`src/rtl/coin_pkg.sv`:
```
// Shared types and defaults for the coin tally block.
package coin_pkg;

    // Per-beam debounce states; the accepted level is "broken" in the upper two.
    typedef enum logic [1:0] {
        StStableClear  = 2'd0,
        StPendBreak    = 2'd1,
        StStableBroken = 2'd2,
        StPendClear    = 2'd3
    } db_state_e;

    // Coin index constants (bit position in beam_n / coin_mask).
    localparam int unsigned CoinQ    = 0;
    localparam int unsigned CoinD    = 1;
    localparam int unsigned CoinN    = 2;
    localparam int unsigned CoinP    = 3;
    localparam int unsigned NumBeams = 4;

    // Default coin values in cents.
    localparam int unsigned DefValQ = 25;
    localparam int unsigned DefValD = 10;
    localparam int unsigned DefValN = 5;
    localparam int unsigned DefValP = 1;

    // Default widths and debounce length.
    localparam int unsigned DefCntW           = 8;
    localparam int unsigned DefTotW           = 16;
    localparam int unsigned DefDebounceCycles = 50000;

    // True when the debounced (accepted) level is "beam broken".
    function automatic logic is_broken(input db_state_e s);
        return (s == StStableBroken) || (s == StPendClear);
    endfunction

endpackage

```
`src/rtl/beam_debounce.sv`:
```
// One beam: 2-flop synchroniser, debounce FSM and break event generator.
module beam_debounce
    import coin_pkg::*;
#(
    parameter int unsigned DEBOUNCE_CYCLES = DefDebounceCycles
) (
    input  logic      clock,
    input  logic      reset,
    input  logic      beam_n,
    output db_state_e state,
    output logic      break_evt
);

    localparam int unsigned     CntW   = $clog2(DEBOUNCE_CYCLES + 1);
    localparam logic [CntW-1:0] CntMax = CntW'(DEBOUNCE_CYCLES);
    localparam logic [CntW-1:0] CntOne = CntW'(1);

    logic            sync1_q, sync2_q;
    logic [1:0]      warm_q;
    logic            armed_q, armed_d;
    db_state_e       state_q, state_d;
    logic [CntW-1:0] dcnt_q, dcnt_d;
    logic            evt_q, evt_d;
    logic            smp_broken;

    assign smp_broken = ~sync2_q;

    // Armed only once a real (post-reset) unbroken sample has been seen, so a beam
    // still broken across reset is never counted. warm_q marks when sync2_q holds
    // real data rather than its preset value.
    assign armed_d = armed_q | (warm_q[1] & sync2_q);

    // Synchroniser (preset unbroken) and debounce state registers.
    always_ff @(posedge clock or posedge reset) begin
        if (reset) begin
            sync1_q <= 1'b1;
            sync2_q <= 1'b1;
            warm_q  <= 2'b00;
            armed_q <= 1'b0;
            state_q <= StStableClear;
            dcnt_q  <= '0;
            evt_q   <= 1'b0;
        end else begin
            sync1_q <= beam_n;
            sync2_q <= sync1_q;
            warm_q  <= {warm_q[0], 1'b1};
            armed_q <= armed_d;
            state_q <= state_d;
            dcnt_q  <= dcnt_d;
            evt_q   <= evt_d;
        end
    end

    // Debounce next-state: a level change must persist past DEBOUNCE_CYCLES samples.
    always_comb begin
        state_d = state_q;
        dcnt_d  = dcnt_q;
        evt_d   = 1'b0;
        case (state_q)
            StStableClear: begin
                if (smp_broken && armed_q) begin
                    state_d = StPendBreak;
                    dcnt_d  = CntOne;
                end
            end
            StPendBreak: begin
                if (!smp_broken) begin
                    state_d = StStableClear;
                    dcnt_d  = '0;
                end else if (dcnt_q == CntMax) begin
                    state_d = StStableBroken;
                    dcnt_d  = '0;
                    evt_d   = 1'b1;
                end else begin
                    dcnt_d = dcnt_q + CntOne;
                end
            end
            StStableBroken: begin
                if (!smp_broken) begin
                    state_d = StPendClear;
                    dcnt_d  = CntOne;
                end
            end
            StPendClear: begin
                if (smp_broken) begin
                    state_d = StStableBroken;
                    dcnt_d  = '0;
                end else if (dcnt_q == CntMax) begin
                    state_d = StStableClear;
                    dcnt_d  = '0;
                end else begin
                    dcnt_d = dcnt_q + CntOne;
                end
            end
            default: begin
                state_d = StStableClear;
                dcnt_d  = '0;
            end
        endcase
    end

    // Outputs come straight from registered state.
    always_comb begin
        state     = state_q;
        break_evt = evt_q;
    end

endmodule

```
`src/rtl/coin_tally.sv`:
```
// Coin tally: four debounced beams feeding saturating per-coin counts and a cents total.
module coin_tally
    import coin_pkg::*;
#(
    parameter int unsigned DEBOUNCE_CYCLES = DefDebounceCycles,
    parameter int unsigned VAL_Q           = DefValQ,
    parameter int unsigned VAL_D           = DefValD,
    parameter int unsigned VAL_N           = DefValN,
    parameter int unsigned VAL_P           = DefValP,
    parameter int unsigned CNT_W           = DefCntW,
    parameter int unsigned TOT_W           = DefTotW
) (
    input  logic             clock,
    input  logic             reset,
    input  logic [3:0]       beam_n,
    input  logic             enable,
    input  logic             clear,
    output logic             coin_valid,
    output logic [3:0]       coin_mask,
    output logic [CNT_W-1:0] cnt_q,
    output logic [CNT_W-1:0] cnt_d,
    output logic [CNT_W-1:0] cnt_n,
    output logic [CNT_W-1:0] cnt_p,
    output logic [TOT_W-1:0] total_cents,
    output logic [3:0]       beam_state
);

    db_state_e          db_state [NumBeams];
    logic [3:0]         break_evt;
    logic [3:0]         evt;
    logic               valid_q, valid_d;
    logic [3:0]         mask_q, mask_d;
    logic [CNT_W-1:0]   count_q [NumBeams];
    logic [CNT_W-1:0]   count_d [NumBeams];
    logic [TOT_W-1:0]   total_q, total_d;
    logic [TOT_W:0]     add, sum;

    for (genvar i = 0; i < NumBeams; i++) begin : g_beam
        beam_debounce #(
            .DEBOUNCE_CYCLES(DEBOUNCE_CYCLES)
        ) u_beam_debounce (
            .clock    (clock),
            .reset    (reset),
            .beam_n   (beam_n[i]),
            .state    (db_state[i]),
            .break_evt(break_evt[i])
        );
    end

    // Events are dropped (not queued) while counting is disabled.
    assign evt = break_evt & {4{enable}};

    // Next tally values: saturating counts, total summed one bit wider and clamped.
    always_comb begin
        valid_d = |evt;
        mask_d  = evt;
        add     = '0;
        if (evt[CoinQ]) add = add + (TOT_W+1)'(VAL_Q);
        if (evt[CoinD]) add = add + (TOT_W+1)'(VAL_D);
        if (evt[CoinN]) add = add + (TOT_W+1)'(VAL_N);
        if (evt[CoinP]) add = add + (TOT_W+1)'(VAL_P);
        sum = {1'b0, total_q} + add;
        for (int i = 0; i < NumBeams; i++) begin
            count_d[i] = count_q[i];
            if (clear) begin
                count_d[i] = '0;
            end else if (evt[i] && (count_q[i] != {CNT_W{1'b1}})) begin
                count_d[i] = count_q[i] + CNT_W'(1);
            end
        end
        if (clear) begin
            total_d = '0;
        end else if (sum[TOT_W]) begin
            total_d = {TOT_W{1'b1}};
        end else begin
            total_d = sum[TOT_W-1:0];
        end
    end

    // Tally and output registers.
    always_ff @(posedge clock or posedge reset) begin
        if (reset) begin
            valid_q <= 1'b0;
            mask_q  <= '0;
            total_q <= '0;
            for (int i = 0; i < NumBeams; i++) count_q[i] <= '0;
        end else begin
            valid_q <= valid_d;
            mask_q  <= mask_d;
            total_q <= total_d;
            for (int i = 0; i < NumBeams; i++) count_q[i] <= count_d[i];
        end
    end

    // Output mapping, including debounced broken flags for diagnostics.
    always_comb begin
        coin_valid  = valid_q;
        coin_mask   = mask_q;
        cnt_q       = count_q[CoinQ];
        cnt_d       = count_q[CoinD];
        cnt_n       = count_q[CoinN];
        cnt_p       = count_q[CoinP];
        total_cents = total_q;
        for (int i = 0; i < NumBeams; i++) beam_state[i] = is_broken(db_state[i]);
    end

endmodule
```
`config.mk`:
```
export PLATFORM = sky130hd
export DESIGN_NAME = coin_tally
export DESIGN_NICKNAME = d
export VERILOG_FILES = /design/src/rtl/coin_pkg.sv /design/src/rtl/beam_debounce.sv /design/src/rtl/coin_tally.sv
export SDC_FILE = /design/constraint.sdc
export NUM_CORES = 1
export LEC_CHECK = 0
export CORE_MARGIN = 10
export CORE_UTILIZATION = 27
export DETAILED_ROUTE_END_ITERATION = 10
export GPL_ROUTABILITY_DRIVEN = 0
export GPL_TIMING_DRIVEN = 1
export PLACE_DENSITY = 0.45
export SLEW_MARGIN = 20
export SYNTH_ARGS = -nofsm -noshare
export SYNTH_HDL_FRONTEND = slang
export SYNTH_SLANG_ARGS = --single-unit
export TNS_END_PERCENT = 100
```
`constraint.sdc`:
```
create_clock -name clock -period 8.1 [get_ports clock]
set_clock_uncertainty 0.1 [all_clocks]
set_input_delay 0.81 -clock clock [delete_from_list [all_inputs] [get_ports clock]]
set_output_delay 0.81 -clock clock [all_outputs]
set_load 0.02 [all_outputs]
```
==> metrics.md, run 1 <==
| Metric | Value |
|---|---|
| Number of flops mapped to enable cells by yosys | 0 |
| Layout area overhead | 21.6% |
| Power Density | 209 mW/mm^2 |
| Clock tree sinks | between 100 and 150 |
| IO Count | 65 |
| Seq pwr share | between 40 and 50% |
| Critical-path cell list | clkdlybuf4s50_1 > nand2_1 > inv_1 > ha_1 > or3b_2 > nand2_1 > nand2_1 > nor4_1 > xor2_1 > ha_1 > nand2_1 > nor4_1 > o31ai_1 > nor4_1 > nor3_1 |
| Final instance area | between 0.009 and 0.01 sq mm |
| Syn Inst Count | 767 |
| FF+latch count, synth | roughly 140 |
| Slowest stage delay, CP | approximately 0.70 ns |
| Comb power frac | 14.1% |
| Async S/R FF share, synth | 100% |
| Pre-CTS setup slack | 2.97 ns |
| Gr usage total | between 10% and 20% |
| ANT nets after route | 0 |
| Maximum VDD drop | between 100 and 150 uV |
| Setup bufs post-CTS | 0 |
| Max Root-Sink Buffers | 2 |
| Final worst slack | 3.37 ns |
| Worst-Margin Slew | between 0.9 and 1 ns |
| Yosys cell types | 71 |
| CP Data Required Time | 8.27 ns |
| Gr ovfl total | 0 |
| CTS clk-pin slew, worst paths | ~0.07 ns |
| Starting density of the core | between 20% and 30% |
| Non-filler cells in the finished layout | 1187 |
| Internal power | around 1.4 mW |
| Hold Crit Class | flop to flop |
| Die Y | 186 microns |
| Static leakage | 3.74 nW |
| Root Buffer | clkbuf_16 |
| Final hold slack | 0.246 ns |
| Tmin final | between 4 and 5 ns |
| Post-Syn Nets | about 800 |
| Combinational family with the most area after synthesis | simple AND/OR/NAND/NOR gates |
| Fmax achieved | about 210 MHz |
| CTS tree | yes |
| Final core utilization | 33.5% |
| Post-CTS resize count | 0 |
| Cell area after synthesis | between 0.007 and 0.008 sq mm |
| # nets final | 868 |
| H-tree depth | 4 |
| Largest net degree at the start of global routing | 79 |
| CP delay by family, top | simple AND/OR/NAND/NOR gates |
| Number of detailed-route iterations in the first pass | 4 |
| DRC | 0 |
| Ys flop type | dfrtp_1 |
| Placed cells | ~1200 |
| Synth Area in Compound Gates | roughly an eighth |
| Fraction of power spent switching nets | 28.6% |
| Post-DR vias/cell | roughly 4.7 |
| Critical-path maximum fanout | 9 |
| Slowest CP cell | clkdlybuf4s50_1 |
| Slew Viols, Final | 0 |
| Detail Placement HPWL | ~12000 microns |
| I/O Buffers | between 60 and 70 |
| Num CTS Buffers | 17 |
| Commonest non-fill, non-tap cell in the layout | dfrtp_1 |
| Post-CTS Hold Fix Bufs | 0 |
| Worst path arrival time | slightly below 5 ns |
| Ratio of cells with drive above 1 in the final layout | around 7.6% |
| Relative slew slack | 38.1% |
| Routed wire length | between 15000 and 20000 microns |
| Yosys Warn Count | 0 |
| Adder-cell share of the synthesized area | between 4 and 5% |
| Clock Latency Late Sink | ~0.42 ns |
| Die Wd | approximately 190 microns |
| RSZ-0062 raised after global routing | no |
| Site Rows | 60 |
| 1st-iter DRT viols | around 320 |
| Clk pwr share | 43.7% |
| Vias in the first global route | approximately 5400 |
| Most frequent cells in the layout | dfrtp_1 (135), nor2_1 (101), clkdlybuf4s50_1 (63), nand2_1 (57), a21oi_1 (48) |
| Core ar. | 0.0270 sq mm |
| Antenna cells | 0 |
| DR vias | approximately 5600 |
| Final setup fails | 0 |
| Startpoint types | input pin |
| Placed instance area | between 0.008 and 0.009 sq mm |
| Switching pwr | about 540 uW |
| Crit. End Element | flop |
| Post-Synth Simple-Gate Area | 22.2% |
| Crit path top cell by count | nand2_1 |
| Post-synthesis xor/xnor area fraction | 8.60% |
| Buffers plus inverters on the worst setup path | 2 |
| Status | finished, final reports clean |
| Avg WL per Cell | 15.0 microns |
| Fin crit share | between 50% and 60% |
| Initial antenna violation count | 0 |
| First-pass GRT wire length | around 29000 microns |
| Setup TNS | 0 ns |
| Syn_area_per_cell | around 9.7 sq um |
| Mux cell area share after synthesis | less than 1% |
| Die area | 0.0346 sq mm |
| Fin. Hold Viols | 0 |
| Seq/Total Area, Yosys | 48.2% |
| Setup CP Type | input pin to flop |
| Fillcell total | 2757 |
| Total power | 1.89 mW |
| # Max-Cap Violations | 0 |
## flip-flops by register name, indices dropped and copies added (netlist names), named ones only
name	count
coin_valid	1
cnt_n	8
total_cents	16
cnt_p	8
g_beam.u_beam_debounce.warm_q	2
g_beam.u_beam_debounce.sync1_q	4
g_beam.u_beam_debounce.armed_q	4
g_beam.u_beam_debounce.dcnt_q	64
cnt_d	8
g_beam.u_beam_debounce.state	4
g_beam.u_beam_debounce.sync2_q	4
g_beam.u_beam_debounce.break_evt	4
coin_mask	4
cnt_q	8
## final timing paths
kind	to	slack [ns]	from	cells after the start
worst max-delay path	total_cents[15]$_DFF_PP0_	3.37	enable	15
worst min register to register	g_beam[0].u_beam_debounce.warm_q[1]$_DFF_PP0_	0.25	g_beam[3].u_beam_debounce.warm_q[0]$_DFF_PP0_	0
worst min-delay path	g_beam[0].u_beam_debounce.warm_q[1]$_DFF_PP0_	0.25	g_beam[3].u_beam_debounce.warm_q[0]$_DFF_PP0_	0
min in group asynchronous	cnt_n[5]$_DFFE_PP0P_	0.78	reset	2
worst max register to register	total_cents[15]$_DFF_PP0_	3.99	g_beam[0].u_beam_debounce.break_evt$_DFF_PP0_	14
max in group asynchronous	g_beam[3].u_beam_debounce.dcnt_q[0]$_DFFE_PP0P_	5.75	reset	3
## final cells by class
cell class	count	area, sq um	area share (%)
Inverter	38	148	1.63
Sequential cell	143	3590	39.7
Clock buffer	20	457	5.05
Multi-Input combinational cell	567	3610	40.0
Clock inverter	12	159	1.76
Timing Repair Buffer	66	651	7.19
Tap cell	341	427	4.72
## power by group through the flow
stage | Combinational (mW) | Clock, mW | Sequential, mW
2_1_floorplan | 0.225 | 0 | 0.795
3_3_place_gp | 0.272 | 0 | 0.811
3_5_place_dp | 0.272 | 0 | 0.812
4_1_cts | 0.274 | 0.849 | 0.799
5_1_grt | 0.311 | 0.880 | 0.806
6_report | 0.267 | 0.826 | 0.799
## cell usage after synthesis, types with 5 or more instances
cell type | count | share of area (%)
o21a_1 | 6 | 0.61
nand4_1 | 18 | 1.5
nor4_1 | 9 | 0.76
a211oi_1 | 6 | 0.61
nand2_1 | 57 | 2.9
dfstp_2 | 8 | 2.8
clkbuf_1 | 13 | 0.66
o21ai_0 | 26 | 1.7
xor2_1 | 27 | 3.2
ha_1 | 26 | 4.4
and4_1 | 5 | 0.59
mux2i_1 | 6 | 0.81
nand3_1 | 27 | 1.8
a21o_1 | 10 | 1.0
a21oi_1 | 48 | 3.2
inv_1 | 38 | 1.9
xnor2_1 | 46 | 5.4
nor2_1 | 101 | 5.1
a22o_1 | 8 | 0.94
dfrtp_1 | 135 | 45
and3_1 | 16 | 1.3
nor3_1 | 26 | 1.7
or3_1 | 8 | 0.67
o22ai_1 | 5 | 0.42
nor3b_1 | 5 | 0.50
## logic make-up (layout without fill, tap and decap cells)
| kind of cell | Yosys count | count (layout) |
|---|---|---|
| AO/OA/AOI/OAI | 143 | 143 |
| XOR/XNOR | 73 | 73 |
| adder cells (fa/ha/maj) | 27 | 27 |
| buffers and inverters | 57 | 136 |
| flip-flops | 143 | 143 |
| multiplexers | 6 | 6 |
| other | 2 | 2 |
| AND/OR/NAND/NOR | 316 | 316 |
## layer usage
metal	vias to the layer above	share of wire, %	global-route usage (%)
li1	2837	-	-
met1	2700	49	14.3
met2	65	46	16.5
met3	10	3.9	2.63
met4	0	0.96	3.19
met5	-	0	0
No activity file was read; power rests on OpenSTA's default activity.
==> run 2: changes to the inputs <==
PLACE_DENSITY = 0.47   (was 0.45)
clock period = 4.27 ns   (was 8.1 ns; I/O delays follow)
==> metrics.md, run 2 (synthesis gave the netlist of run 1 again) <==
| Metric | Value |
|---|---|
| Status | finished, final reports clean |
| Fin. Hold Viols | 0 (unchanged) |
| Fmax achieved | approximately 260 MHz |
| Die area | 0.0346 sq mm (unchanged) |
| I/O Buffers | 64 (unchanged) |
| Final setup fails | 0 (unchanged) |
| Clock tree sinks | 143 (unchanged) |
| Critical-path maximum fanout | 10 (+1) |
| CP Data Required Time | 4.44 ns (-3.83 ns) |
| 1st-iter DRT viols | 443 (+39%) |
| Reg-to-reg startpoint | g_beam[1].u_beam_debounce.break_evt$_DFF_PP0_ |
| Avg WL per Cell | 14.6 microns (-2.7%) |
| Reg2reg end | total_cents[12]$_DFF_PP0_ |
| Largest net degree at the start of global routing | 59 (-25%) |
| DRC | 0 (unchanged) |
| IO Count | 65 (unchanged) |
| Site Rows | 60 (unchanged) |
| Gr usage total | 10.4% (-0.20 points) |
| FF-to-FF path depth | 13 (-1) |
| Layout area overhead | 22.6% |
| ANT nets after route | 0 (unchanged) |
| Root Buffer | clkbuf_16 |
| Relative slew slack | 37.8% (-0.28 points) |
| Final core utilization | 33.7% (+0.28 points) |
| Slew Viols, Final | 0 (unchanged) |
| Maximum VDD drop | 220 uV (+82%) |
| DR vias | 5686 (+1.3%) |
| Number of detailed-route iterations in the first pass | 4 (unchanged) |
| Commonest non-fill, non-tap cell in the layout | dfrtp_1 |
| Core ar. | 0.0270 sq mm (unchanged) |
| Power Density | 389 mW/mm^2 (+86%) |
| Startpoint types | input pin |
| Final hold slack | 0.246 ns (-0.000424 ns) |
| # nets final | 878 (+1.2%) |
| GRT Max-Usage Layer | met2 |
| Post-CTS resize count | 0 (unchanged) |
| Register-to-Register Setup Slack | 0.64 ns (-3.35 ns) |
| # Max-Cap Violations | 0 (unchanged) |
| Slowest stage delay, CP | 0.56 ns (-0.14 ns) |
| Met2 GRT Util | 16.3% (-0.17 points) |
| Num CTS Buffers | 17 (unchanged) |
| Max Root-Sink Buffers | 2 (unchanged) |
| Crit. End Element | flop |
| Vias in the first global route | 5614 (+3.3%) |
| Critical-path cell list | clkdlybuf4s50_1 > nand2_1 > ha_1 > or3b_2 > a211oi_1 > xnor2_1 > nor2_1 > a21oi_1 > ha_1 > nor2_1 > a211oi_1 > o21a_1 > nor4b_1 > nor3_1 |
| Post-DR vias/cell | 4.75 (+0.47%) |
| Largest register FFs | 64 (unchanged) |
| Routed wire length | 17400 microns (-1.9%) |
| Setup crit end | total_cents[12]$_DFF_PP0_ |
| Setup bufs post-CTS | 0 (unchanged) |
| Met1 Use GR | 13.6% (-0.65 points) |
| Most frequent cells in the layout | dfrtp_1 (135), nor2_1 (101), clkdlybuf4s50_1 (63), nand2_1 (57), a21oi_1 (48) |
| Starting density of the core | 27.5% (unchanged) |
| Reg with most FFs | g_beam.u_beam_debounce.dcnt_q |
| Slowest CP cell | clkdlybuf4s50_1 |
| Initial antenna violation count | 0 (unchanged) |
| Die Y | 186 microns (unchanged) |
| RSZ-0062 raised after global routing | no |
| Worst path arrival time | 3.95 ns (-0.95 ns) |
| Setup CP Type | input pin to flop |
| Ratio of cells with drive above 1 in the final layout | 8.64% (+1.1 points) |
| Fin crit share | ~90% |
| CTS clk-pin slew, worst paths | 0.07 ns (about the same) |
| Met3 Resource Use GR | 2.91% (+0.27 points) |
| Clock Latency Late Sink | 0.42 ns (about the same) |
| Worst Setup SP | enable |
| First-pass GRT wire length | 29100 microns (-1.2%) |
| Tmin final | approximately 3.8 ns |
| Worst-Margin Slew | 0.929 ns (+0.00412 ns) |
| Detail Placement HPWL | 12800 microns (+2.2%) |
| Setup TNS | 0 ns (unchanged) |
| Die Wd | 186 microns (unchanged) |
| Gr ovfl total | 0 (unchanged) |
| CTS tree | yes |
| Hold Crit Class | flop to flop |
| Antenna cells | 0 (unchanged) |
| Static leakage | 3.78 nW (+1.0%) |
| Post-CTS Hold Fix Bufs | 0 (unchanged) |
| Fillcell total | 2798 (+1.5%) |
| H-tree depth | 4 (unchanged) |
==> run 2: cell types whose count changed in the layout (fill, tap and decap cells not counted) <==
cell,previous run,this run
clkbuf_8,2,1
buf_4,2,11
clkinv_4,3,1
clkinv_2,2,3
buf_12,0,1
clkinvlp_4,2,5
inv_6,3,2
==> run 2: layer usage <==
layer,vias to the layer above,wire length [microns]
li1,2846,-
met1,2752,8470
met2,74,7970
met3,14,767
met4,0,232
met5,-,0
==> run 2: stage by stage <==
step	worst slack, ns	cells	power [mW]	cell area (sq um)
2_1_floorplan	0.532	767	1.94	7440
3_3_place_gp	0.176	1165	2.05	8510
3_5_place_dp	0.0715	1165	2.05	8510
4_1_cts	0.514	1197	3.62	9120
5_1_grt	0.224	1197	3.75	9120
6_report	0.490	1197	3.55	9120
==> run 2: area by class of cell <==
cell class / count / area (sq um) / share of cell area [%]
Multi-Input combinational cell: 567 / 3610 / 39.6
Sequential cell: 143 / 3590 / 39.4
Timing Repair Buffer: 76 / 738 / 8.10
Clock buffer: 19 / 443 / 4.86
Tap cell: 341 / 427 / 4.68
Clock inverter: 13 / 161 / 1.77
Inverter: 38 / 146 / 1.61
==> run 2: worst max-delay path: cells and delay by family <==
family | cells | cell delay, ns
AO/OA/AOI/OAI | 4 | 1.11
XOR/XNOR | 1 | 0.16
adder cells (fa/ha/maj) | 2 | 0.62
buffers and inverters | 1 | 0.56
AND/OR/NAND/NOR | 6 | 1.08
==> run 2: worst min-delay path by stage <==
stage	start	endpoint	slack, ns	cells past startpoint
after floorplan	g_beam[3].u_beam_debounce.warm_q[0]$_DFF_PP0_	g_beam[0].u_beam_debounce.warm_q[1]$_DFF_PP0_	0.23	0
final	g_beam[3].u_beam_debounce.warm_q[0]$_DFF_PP0_	g_beam[0].u_beam_debounce.warm_q[1]$_DFF_PP0_	0.25	0
after global routing	g_beam[3].u_beam_debounce.warm_q[0]$_DFF_PP0_	g_beam[0].u_beam_debounce.warm_q[1]$_DFF_PP0_	0.26	0
after detailed placement	g_beam[3].u_beam_debounce.warm_q[0]$_DFF_PP0_	g_beam[0].u_beam_debounce.warm_q[1]$_DFF_PP0_	0.24	0
after global placement	g_beam[3].u_beam_debounce.warm_q[0]$_DFF_PP0_	g_beam[0].u_beam_debounce.warm_q[1]$_DFF_PP0_	0.23	0
after CTS	g_beam[3].u_beam_debounce.warm_q[0]$_DFF_PP0_	g_beam[0].u_beam_debounce.warm_q[1]$_DFF_PP0_	0.25	0
==> run 2: where the power goes <==
group	total (mW)	switching, mW	internal, mW
Clock	1.53	0.598	0.936
Combinational	0.505	0.324	0.182
Sequential	1.51	0.0839	1.43
==> run 3: changes to the inputs <==
CTS_CLUSTER_DIAMETER = 30   (was unset)
GPL_ROUTABILITY_DRIVEN = 1   (was 0)
==> results of run 3 <==
Final layout, timing and power as in run 2 (identical DEF).
